`config.mk`:
```
export PLATFORM = sky130hd
export DESIGN_NAME = tcam_match_decoder_flat
export DESIGN_NICKNAME = d
export VERILOG_FILES = /design/src/rtl/tcam_match_decoder_pkg.sv /design/src/rtl/tcam_match_decoder_if.sv /design/src/rtl/tcam_match_decoder_prio_enc.sv /design/src/rtl/tcam_match_decoder.sv /design/src/flat_wrapper.sv
export SDC_FILE = /design/constraint.sdc
export NUM_CORES = 1
export LEC_CHECK = 0
export CAP_MARGIN = 5
export CORE_MARGIN = 5
export CORE_UTILIZATION = 25
export CTS_CLUSTER_SIZE = 30
export DETAILED_ROUTE_END_ITERATION = 16
export PLACE_DENSITY_LB_ADDON = 0.05
export REMOVE_ABC_BUFFERS = 1
export SYNTH_ARGS = -nofsm -noshare
export SYNTH_HDL_FRONTEND = slang
export SYNTH_SLANG_ARGS = --single-unit
```
`constraint.sdc`:
```
create_clock -name clk -period 8.06 [get_ports clk]
set_input_delay 1.612 -clock clk [delete_from_list [all_inputs] [get_ports clk]]
set_output_delay 1.612 -clock clk [all_outputs]
set_load 0.02 [all_outputs]
```
`src/rtl/tcam_match_decoder_pkg.sv`:
```
// tcam_pkg: shared definitions for the FracTCAM match decoder.
//   DEPTH_DEF      default number of TCAM entries
//   MAX_DEPTH      widest match vector the helper functions handle
//   idx_w()        index width for a given depth (never below 1)
//   lsb_index()    position of the lowest set bit (0 for an all-zero vector)
//   single_or_zero() true when at most one bit of the vector is set
package tcam_pkg;

  localparam int DEPTH_DEF = 64;

  // The helpers take a fixed-width vector. Narrower vectors are zero-extended
  // by the caller. Zero-extension changes neither the lowest set bit nor the
  // popcount, so results match a DEPTH-wide computation.
  localparam int MAX_DEPTH = 512;

  function automatic int idx_w(input int depth);
    return (depth <= 2) ? 1 : $clog2(depth);
  endfunction

  // Scans from the top down so that the last assignment is the lowest set bit.
  function automatic int lsb_index(input logic [MAX_DEPTH-1:0] v);
    int r;
    r = 0;
    for (int i = MAX_DEPTH - 1; i >= 0; i--) begin
      if (v[i]) r = i;
    end
    return r;
  endfunction

  // x & (x-1) clears the lowest set bit; a zero result means at most one bit
  // was set. An all-zero vector also yields zero.
  function automatic logic single_or_zero(input logic [MAX_DEPTH-1:0] v);
    logic [MAX_DEPTH-1:0] v_m1;
    v_m1 = v - MAX_DEPTH'(1);
    return ((v & v_m1) == '0);
  endfunction

endpackage

```
`src/rtl/tcam_match_decoder_if.sv`:
```
// tcam_match_decoder_if: the two handshake streams around the match decoder.
//   Input stream : s_match / s_valid / s_ready  (match vector in)
//   Output stream: m_idx / m_hit / m_last / m_valid / m_ready  (indices out)
// Handshake rule for both streams: a beat transfers on a rising clock edge
// where valid and ready are both high. The sender holds its payload stable
// while valid is high and ready is low. Ready never depends on valid.
// Modports:
//   slave  - the decoder's view (consumes vectors, produces indices)
//   master - the environment's view (produces vectors, consumes indices)
interface tcam_match_decoder_if #(
  parameter int DEPTH = tcam_pkg::DEPTH_DEF,
  parameter int IDX_W = tcam_pkg::idx_w(DEPTH)
);

  logic [DEPTH-1:0] s_match;
  logic             s_valid;
  logic             s_ready;
  logic [IDX_W-1:0] m_idx;
  logic             m_hit;
  logic             m_last;
  logic             m_valid;
  logic             m_ready;

  modport slave (
    input  s_match, s_valid, m_ready,
    output s_ready, m_idx, m_hit, m_last, m_valid
  );

  modport master (
    output s_match, s_valid, m_ready,
    input  s_ready, m_idx, m_hit, m_last, m_valid
  );

endinterface

```
`src/rtl/tcam_match_decoder_prio_enc.sv`:
```
// tcam_prio_enc: combinational lowest-set-bit encoder.
//   vec    [DEPTH-1:0] input vector
//   idx    [IDX_W-1:0] index of the lowest set bit (0 when vec is all zero)
//   any                at least one bit of vec is set
//   single             at most one bit of vec is set
module tcam_prio_enc
  import tcam_pkg::*;
#(
  parameter int DEPTH = DEPTH_DEF,
  parameter int IDX_W = idx_w(DEPTH)
) (
  input  logic [DEPTH-1:0] vec,
  output logic [IDX_W-1:0] idx,
  output logic             any,
  output logic             single
);

  logic [MAX_DEPTH-1:0] vec_ext;

  assign vec_ext = MAX_DEPTH'(vec);
  assign idx     = IDX_W'(lsb_index(vec_ext));
  assign any     = |vec;
  assign single  = single_or_zero(vec_ext);

endmodule

```
`src/rtl/tcam_match_decoder.sv`:
```
// tcam_match_decoder: turns a TCAM match vector into a stream of hit indices,
// lowest index first, one per accepted output beat.
//   clk, rst_n  core clock, asynchronous active-low reset
//   bus         tcam_match_decoder_if.slave
//                 s_match/s_valid/s_ready   match vector input stream
//                 m_idx/m_hit/m_last/m_valid/m_ready   index output stream
//   dbg_state   current FSM state (ST_IDLE / ST_EMIT)
// A vector with k hits produces k beats. A vector with no hits produces one
// beat with m_hit=0, m_idx=0, m_last=1. The final beat of a vector can be
// followed by the next vector's first beat with no idle cycle.
module tcam_match_decoder
  import tcam_pkg::*;
#(
  parameter int DEPTH = DEPTH_DEF,
  parameter int IDX_W = idx_w(DEPTH)
) (
  input  logic                   clk,
  input  logic                   rst_n,
  tcam_match_decoder_if.slave    bus,
  output logic [0:0]             dbg_state
);

  // The FSM state is exactly the output valid flag.
  localparam logic [0:0] ST_IDLE = 1'b0;
  localparam logic [0:0] ST_EMIT = 1'b1;

  if (DEPTH < 2 || DEPTH > MAX_DEPTH) begin : g_depth_check
    $error("tcam_match_decoder: DEPTH out of supported range");
  end

  logic [DEPTH-1:0] pending;
  logic [IDX_W-1:0] m_idx_q;
  logic             m_hit_q;
  logic             m_last_q;
  logic             m_valid_q;

  logic [IDX_W-1:0] s_idx;
  logic             s_any;
  logic             s_single;
  logic [IDX_W-1:0] p_idx;
  logic             p_any;
  logic             p_single;

  logic             s_ready_c;
  logic             accept;
  logic             advance;

  // Encoder on the incoming vector, used when a new vector is loaded.
  tcam_prio_enc #(.DEPTH(DEPTH), .IDX_W(IDX_W)) u_enc_s (
    .vec    (bus.s_match),
    .idx    (s_idx),
    .any    (s_any),
    .single (s_single)
  );

  // Encoder on the leftover hits, used for every beat after the first one.
  tcam_prio_enc #(.DEPTH(DEPTH), .IDX_W(IDX_W)) u_enc_p (
    .vec    (pending),
    .idx    (p_idx),
    .any    (p_any),
    .single (p_single)
  );

  // A new vector can enter when nothing is being shown, or when the final beat
  // of the current vector is leaving on this edge.
  assign s_ready_c = !m_valid_q || (bus.m_ready && m_last_q);
  assign accept    = bus.s_valid && s_ready_c;
  assign advance   = m_valid_q && bus.m_ready && !m_last_q;

  always_ff @(posedge clk or negedge rst_n) begin
    if (!rst_n) begin
      m_valid_q <= 1'b0;
      m_idx_q   <= '0;
      m_hit_q   <= 1'b0;
      m_last_q  <= 1'b0;
      pending   <= '0;
    end else if (accept) begin
      m_valid_q <= 1'b1;
      m_idx_q   <= s_idx;
      m_hit_q   <= s_any;
      m_last_q  <= s_single;
      // Drop the lowest hit, which is the one being shown now.
      pending   <= bus.s_match & (bus.s_match - DEPTH'(1));
    end else if (advance) begin
      m_idx_q   <= p_idx;
      m_hit_q   <= p_any;
      m_last_q  <= p_single;
      pending   <= pending & (pending - DEPTH'(1));
    end else if (m_valid_q && bus.m_ready) begin
      // Final beat left and no new vector is waiting.
      m_valid_q <= 1'b0;
    end
  end

  assign bus.s_ready = s_ready_c;
  assign bus.m_idx   = m_idx_q;
  assign bus.m_hit   = m_hit_q;
  assign bus.m_last  = m_last_q;
  assign bus.m_valid = m_valid_q;

  assign dbg_state = m_valid_q ? ST_EMIT : ST_IDLE;

endmodule

```
`src/flat_wrapper.sv`:
```
// flat-port wrapper written by rule: the top's interface ports become plain ports
module tcam_match_decoder_flat import tcam_pkg::*;
#(
  parameter int DEPTH = DEPTH_DEF,
  parameter int IDX_W = idx_w(DEPTH)
)
  (clk, rst_n, dbg_state, bus_s_match, bus_s_valid, bus_m_ready, bus_s_ready, bus_m_idx, bus_m_hit, bus_m_last, bus_m_valid);
  tcam_match_decoder_if #(.DEPTH(DEPTH), .IDX_W(IDX_W)) bus_i ();
  input  logic clk;
  input  logic rst_n;
  output logic [0:0] dbg_state;
  input wire logic [$bits(bus_i.s_match)-1:0] bus_s_match;
  input wire logic [$bits(bus_i.s_valid)-1:0] bus_s_valid;
  input wire logic [$bits(bus_i.m_ready)-1:0] bus_m_ready;
  output wire logic [$bits(bus_i.s_ready)-1:0] bus_s_ready;
  output wire logic [$bits(bus_i.m_idx)-1:0] bus_m_idx;
  output wire logic [$bits(bus_i.m_hit)-1:0] bus_m_hit;
  output wire logic [$bits(bus_i.m_last)-1:0] bus_m_last;
  output wire logic [$bits(bus_i.m_valid)-1:0] bus_m_valid;
  assign bus_i.s_match = bus_s_match;
  assign bus_i.s_valid = bus_s_valid;
  assign bus_i.m_ready = bus_m_ready;
  assign bus_s_ready = bus_i.s_ready;
  assign bus_m_idx = bus_i.m_idx;
  assign bus_m_hit = bus_i.m_hit;
  assign bus_m_last = bus_i.m_last;
  assign bus_m_valid = bus_i.m_valid;
  tcam_match_decoder #(.DEPTH(DEPTH), .IDX_W(IDX_W)) u_core (.clk(clk), .rst_n(rst_n), .bus(bus_i), .dbg_state(dbg_state));
endmodule
```
---- Word-level counts from Yosys, hierarchy flattened ----
Cells that the tools add are included.
Widths: inputs -> output; s select.
storage, ports and cells
  flip-flop bits (word level) ............. 73
  bits in latches ......................... 0
  bits in writable memories ............... 0
  memory bits (read-only) ................. 0
  memories ................................ 0
operators by class
  add/sub/neg operators ................... 4
  $mul .................................... 0
  divide/modulo/power cells ............... 0
  $lt $le $gt $ge ......................... 0
  eq/ne operators ......................... 1
  shift-type cells ........................ 0
  muxes and demuxes ....................... 140
  bitwise operators ....................... 4
  reduce and logical (&&, ||, !) cells .... 14
operators with widths
  kind                   number
  $and 64x512->512       2
  $logic_not 512->1      2
  $mux 6                 130
  $sub 64x1->65 const B  2
  $and 64x64->64         2
  $mux 64                2
  $reduce_or 64->1       2
  $sub 64x1->64 const B  2
  $mux 1                 8
  $logic_and 1x1->1      4
  $reduce_bool 2->1      2
  $logic_not 1->1        2
  $ne 2x1->1 const B     1
  $reduce_and 2->1       1
  $logic_or 1x1->1       1

---- Longest topological paths before layout ----
  depth in word-level cells ............... 66
  depth in mapped cells ................... 11
  depth with buffers taken out ............ 8

---- By module ----
A second synthesis with hierarchy kept.
second synthesis, totals
  cell total of the unflattened synthesis .. 1003
  area, all modules ....................... 7295.7 µm²
by module, submodules not included
  module              instances  cells each  area each (µm²)  seq. area each (µm²)
  tcam_match_decoder  1          491         4212.8           1801.7
  tcam_prio_enc       2          256         1541.5           0.0

---- Least setup slack after synthesis ----
Ideal clock, no wire load.
  path kind ............................... input-to-reg
  from .................................... input bus_s_match[13]
  to ...................................... register u_core.m_last_q (netlist: u_core.bus.m_last)
  library setup time ...................... 0.066 ns
  arrival time ............................ 4.648 ns
  setup slack ............................. 3.346 ns
  stages .................................. 11
  path buffers ............................ 3
  cell sequence ........................... buf_2 -> nor4_2 -> nand4_1 -> or4_4 -> buf_6 -> or4_1 -> buf_2 -> or4_4 -> a2111o_1 -> o41ai_2 -> a31o_1
on the way
  word-level cells in the longest chain between the ends .. 4
RTL lines
  element                 RTL line                      source
  start: declaration      flat_wrapper.sv:12            input wire logic [$bits(bus_i.s_match)-1:0] bus_s_match;
  $sub 64x1->65           tcam_match_decoder_pkg.sv:34  v_m1 = v - MAX_DEPTH'(1);
  $and 64x512->512 *      tcam_match_decoder_pkg.sv:35  return ((v & v_m1) == '0);
  $logic_not 512->1 *     tcam_match_decoder_pkg.sv:35
  $mux 1 *                tcam_match_decoder.sv:77      end else if (accept) begin
  end signal: assignment  tcam_match_decoder.sv:81      m_last_q <= s_single;
  end signal: assignment  tcam_match_decoder.sv:87      m_last_q <= p_single;
  end: declaration        tcam_match_decoder.sv:34      logic m_last_q;
Every way passes the cells marked *; elsewhere a longest branch is shown, timed or not.
A chain may end at the register's enable or synchronous reset.

---- Final worst setup path ----
  from .................................... input bus_s_match[3]
  to ...................................... register u_core.m_last_q (netlist: u_core.bus.m_last)
The elaborated chain is that of the path after synthesis.

==> impl_metrics.tcl <==
set metrics [dict create \
    critPathMaxStageDelay_ns 0.87 \
    reg2reg_slack_ns 4.00 \
    ys_ff_latch 72 \
    synth_edf_count 0 \
    final_area_um2 7570 \
    die-area_um2 28100 \
    reg2reg_to "u_core.bus.m_last" \
    seq_power_share_pct 26.0 \
    clk_latency_ns 0.35 \
    fp.dieW_um 168 \
    yosysWarnings 0 \
    mostFrequentLayoutCells "o21ai_0 (124), nand2_1 (100), nor2_1 (79), clkdlybuf4s50_1 (77), dfrtp_1 (72)" \
    hp-class "reg2reg" \
    worstHoldEndpoint "u_core.pending[61]" \
    antenna_cells 0 \
    grt_max_degree 55 \
    required_ns 8.34 \
    p_sw_share_pct 53.8 \
    p_clk_share_pct 13.8 \
    ctsHoldBuffers 0 \
    grt_usage_pct 19.8 \
    cts.sinks 72 \
    path_cells "clkdlybuf4s50_1 -> nor4_4 -> nand4_1 -> or2_2 -> o31ai_1 -> o2111ai_1 -> a2111o_1 -> o41ai_2 -> a31o_1" \
    core_area_um2 24400 \
    cts_tree "done" \
    utilization_pct 31.0 \
    synth_seq_area_share_pct 29.0 \
    detail-route-antenna-nets 0 \
    synthToLayoutAreaGrowth_pct 21.6 \
    layout_min_cycle_time_ns 5.46 \
    place_inst 1221 \
    cts_resized 0 \
    ys.flop_type "dfrtp_1" \
    crit_arrival_ns 5.74 \
    clkSlewWorstSetupHoldPaths_ns 0.06 \
    drtIter0Drc 616 \
    setup-violations-final 0 \
    cts_max_path_buffers 2 \
    relSlewSlack_pct 31.8 \
    routed-via-count 7199 \
    setup_ws_ns 2.60 \
    die_h_um 168 \
    skew_ns 0.0137 \
    nNetsFinal 976 \
    worst-path-buf-inv 1 \
    cts_buffers 9 \
    power_mw 2.90 \
    timing.setup.tns_ns 0 \
    fmax_ghz 0.183 \
    start_util_pct 25.5 \
    drv_slew 0 \
    postRouteWirelength_um 28900 \
    hold_path_startpoint "u_core.pending[61]" \
    avgViaCountPerCell 5.82 \
    route.detailed.drc 0 \
    cp-start-kind "input port" \
    postCtsSetupRepairBufs 0 \
    syn_area_per_cell_um2 7.23 \
    status "completed" \
    ctsHtreeMaxLevel 3 \
    cts_root_buffer "clkbuf_16" \
    rr_startpoint "u_core.pending[40]" \
    ys_async_sr_fraction_pct 100 \
    rr_worst_depth 8 \
    rows 57 \
    num_io_pins 79 \
    drive_gt1_share_pct 5.91 \
    timing.final.crit_share_pct 67.7 \
    layout_commonest_cell "o21ai_0" \
    worst-setup-path-type "in2reg" \
    hold_depth 2 \
    hold_viol 0 \
    power.leakage_nw 2.69 \
    synthCells 861 \
    place.gp.congestion 0.848 \
    pwr-share-comb_pct 60.1 \
    slowest_stage "o31ai_1" \
    first_global_vias 6840 \
    overflow 0 \
    hold_ws_ns 0.546 \
    ir_worst_vdd_v 0.000156 \
    rsz0062_at_grt "false" \
    placed_area_um2 7280 \
    maxCapViolations 0 \
    grt_pass1_wl_um 43400 \
    dr.pass1.iters 5 \
    power.switching_mw 1.56 \
    dp_hpwl_um 22600 \
    crit_fanout 12 \
    portBuffers 78 \
    pre_cts_ws_ns 2.41 \
    syn-cell-area_um2 6220 \
    synth.distinct_cells 67 \
    tightest_slew_ns 0.997 \
    p_int_mw 1.34 \
    antenna_found_initial 1 \
    p_per_area_nw_per_um2 383 \
    end_kind "flip-flop" \
    wire_per_inst_um 23.3 \
    stdcell_count 1237 \
    cp_top_family "compound AO/OA/AOI/OAI gates" \
]
[worst max-delay path by stage]
| stage | endpoint | cells after the start | start |
|---|---|---|---|
| finish | u_core.bus.m_last | 9 | bus_s_match[3] |
| global route | u_core.bus.m_last | 9 | bus_s_match[3] |
| CTS | u_core.bus.m_last | 9 | bus_s_match[3] |
| detailed placement | u_core.bus.m_last | 9 | bus_s_match[3] |
| global placement | u_core.bus.m_last | 9 | bus_s_match[3] |
| floorplan | u_core.bus.m_last | 8 | bus_s_match[3] |
[worst min-delay path, delay by kind of cell (launching register included)]
family,cells,cell delay [ns]
and+or+nand+nor,1,0.06
AOI/OAI and AO/OA,1,0.07
DFF,1,0.37
[synth_stat cells (all sizes together) (3+ instances only)]
master	count	area (um^2)
o21ai	124	621
nand2	101	379
nor2	80	300
dfrtp	72	1800
a21oi	51	255
nor4	46	352
clkbuf	45	169
nor3	34	170
inv	30	113
nand3	29	158
nand4	26	163
o31ai	22	165
or4	19	150
o211ai	18	135
o22ai	14	87.6
o41ai	14	130
a31oi	9	56.3
buf	9	50.1
a211oi	8	60.1
or2	8	50.1
or3	8	50.1
a32o	6	60.1
o2111ai	6	52.6
o21bai	6	45.0
o311ai	6	52.6
and4	5	43.8
maj3	5	50.1
a2111oi	4	35.0
nand2b	4	25.0
a21boi	3	22.5
a21o	3	23.8
a22oi	3	22.5
and2	3	18.8
nor2b	3	18.8
o21a	3	22.5
o31a	3	27.5
o41a	3	33.8
[cell families (layout without fill, tap and decap cells)]
kind of cell | after synthesis | count (layout) | synth area share (%)
AOI/OAI and AO/OA | 326 | 326 | 33.7
DFF | 72 | 72 | 29.0
adders and majority gates | 5 | 5 | 0.804
buffers and inverters | 84 | 136 | 5.33
and+or+nand+nor | 374 | 374 | 31.2
[final cells by class]
class	instances	area, um^2
Clock buffer	11	253
Clock inverter	5	31.3
Fill cell	2703	16800
Inverter	30	113
Multi-Input combinational cell	705	4100
Sequential cell	72	1800
Tap cell	324	405
Timing Repair Buffer	90	868
[power groups by stage]
| stage | clock, mW | combinational, mW | sequential [mW] |
|---|---|---|---|
| 3_5_place_dp | 0 | 1.72 | 0.747 |
| 4_1_cts | 0.405 | 1.73 | 0.742 |
| 5_1_grt | 0.421 | 1.91 | 0.776 |
| 6_report | 0.401 | 1.74 | 0.754 |
| 2_1_floorplan | 0 | 1.09 | 0.682 |
| 3_3_place_gp | 0 | 1.76 | 0.754 |
[sequential cells by signal, indices dropped and copies added, names as in the netlist]
register	count
u_core.bus.m_hit	1
u_core.bus.m_idx	6
u_core.bus.m_last	1
u_core.bus.m_valid	1
u_core.pending	63
[metal layers]
| metal | part of all wire (%) | global-route usage [%] | vias up | routed length [um] |
|---|---|---|---|---|
| li1 | - | - | 3438 | - |
| met1 | 51 | 30.5 | 3531 | 14700 |
| met2 | 43 | 29.4 | 212 | 12500 |
| met3 | 4.3 | 2.44 | 18 | 1230 |
| met4 | 1.5 | 4.23 | 0 | 425 |
| met5 | 0 | 0 | - | 0 |
Note: power is estimated with default switching activity, not from simulation.
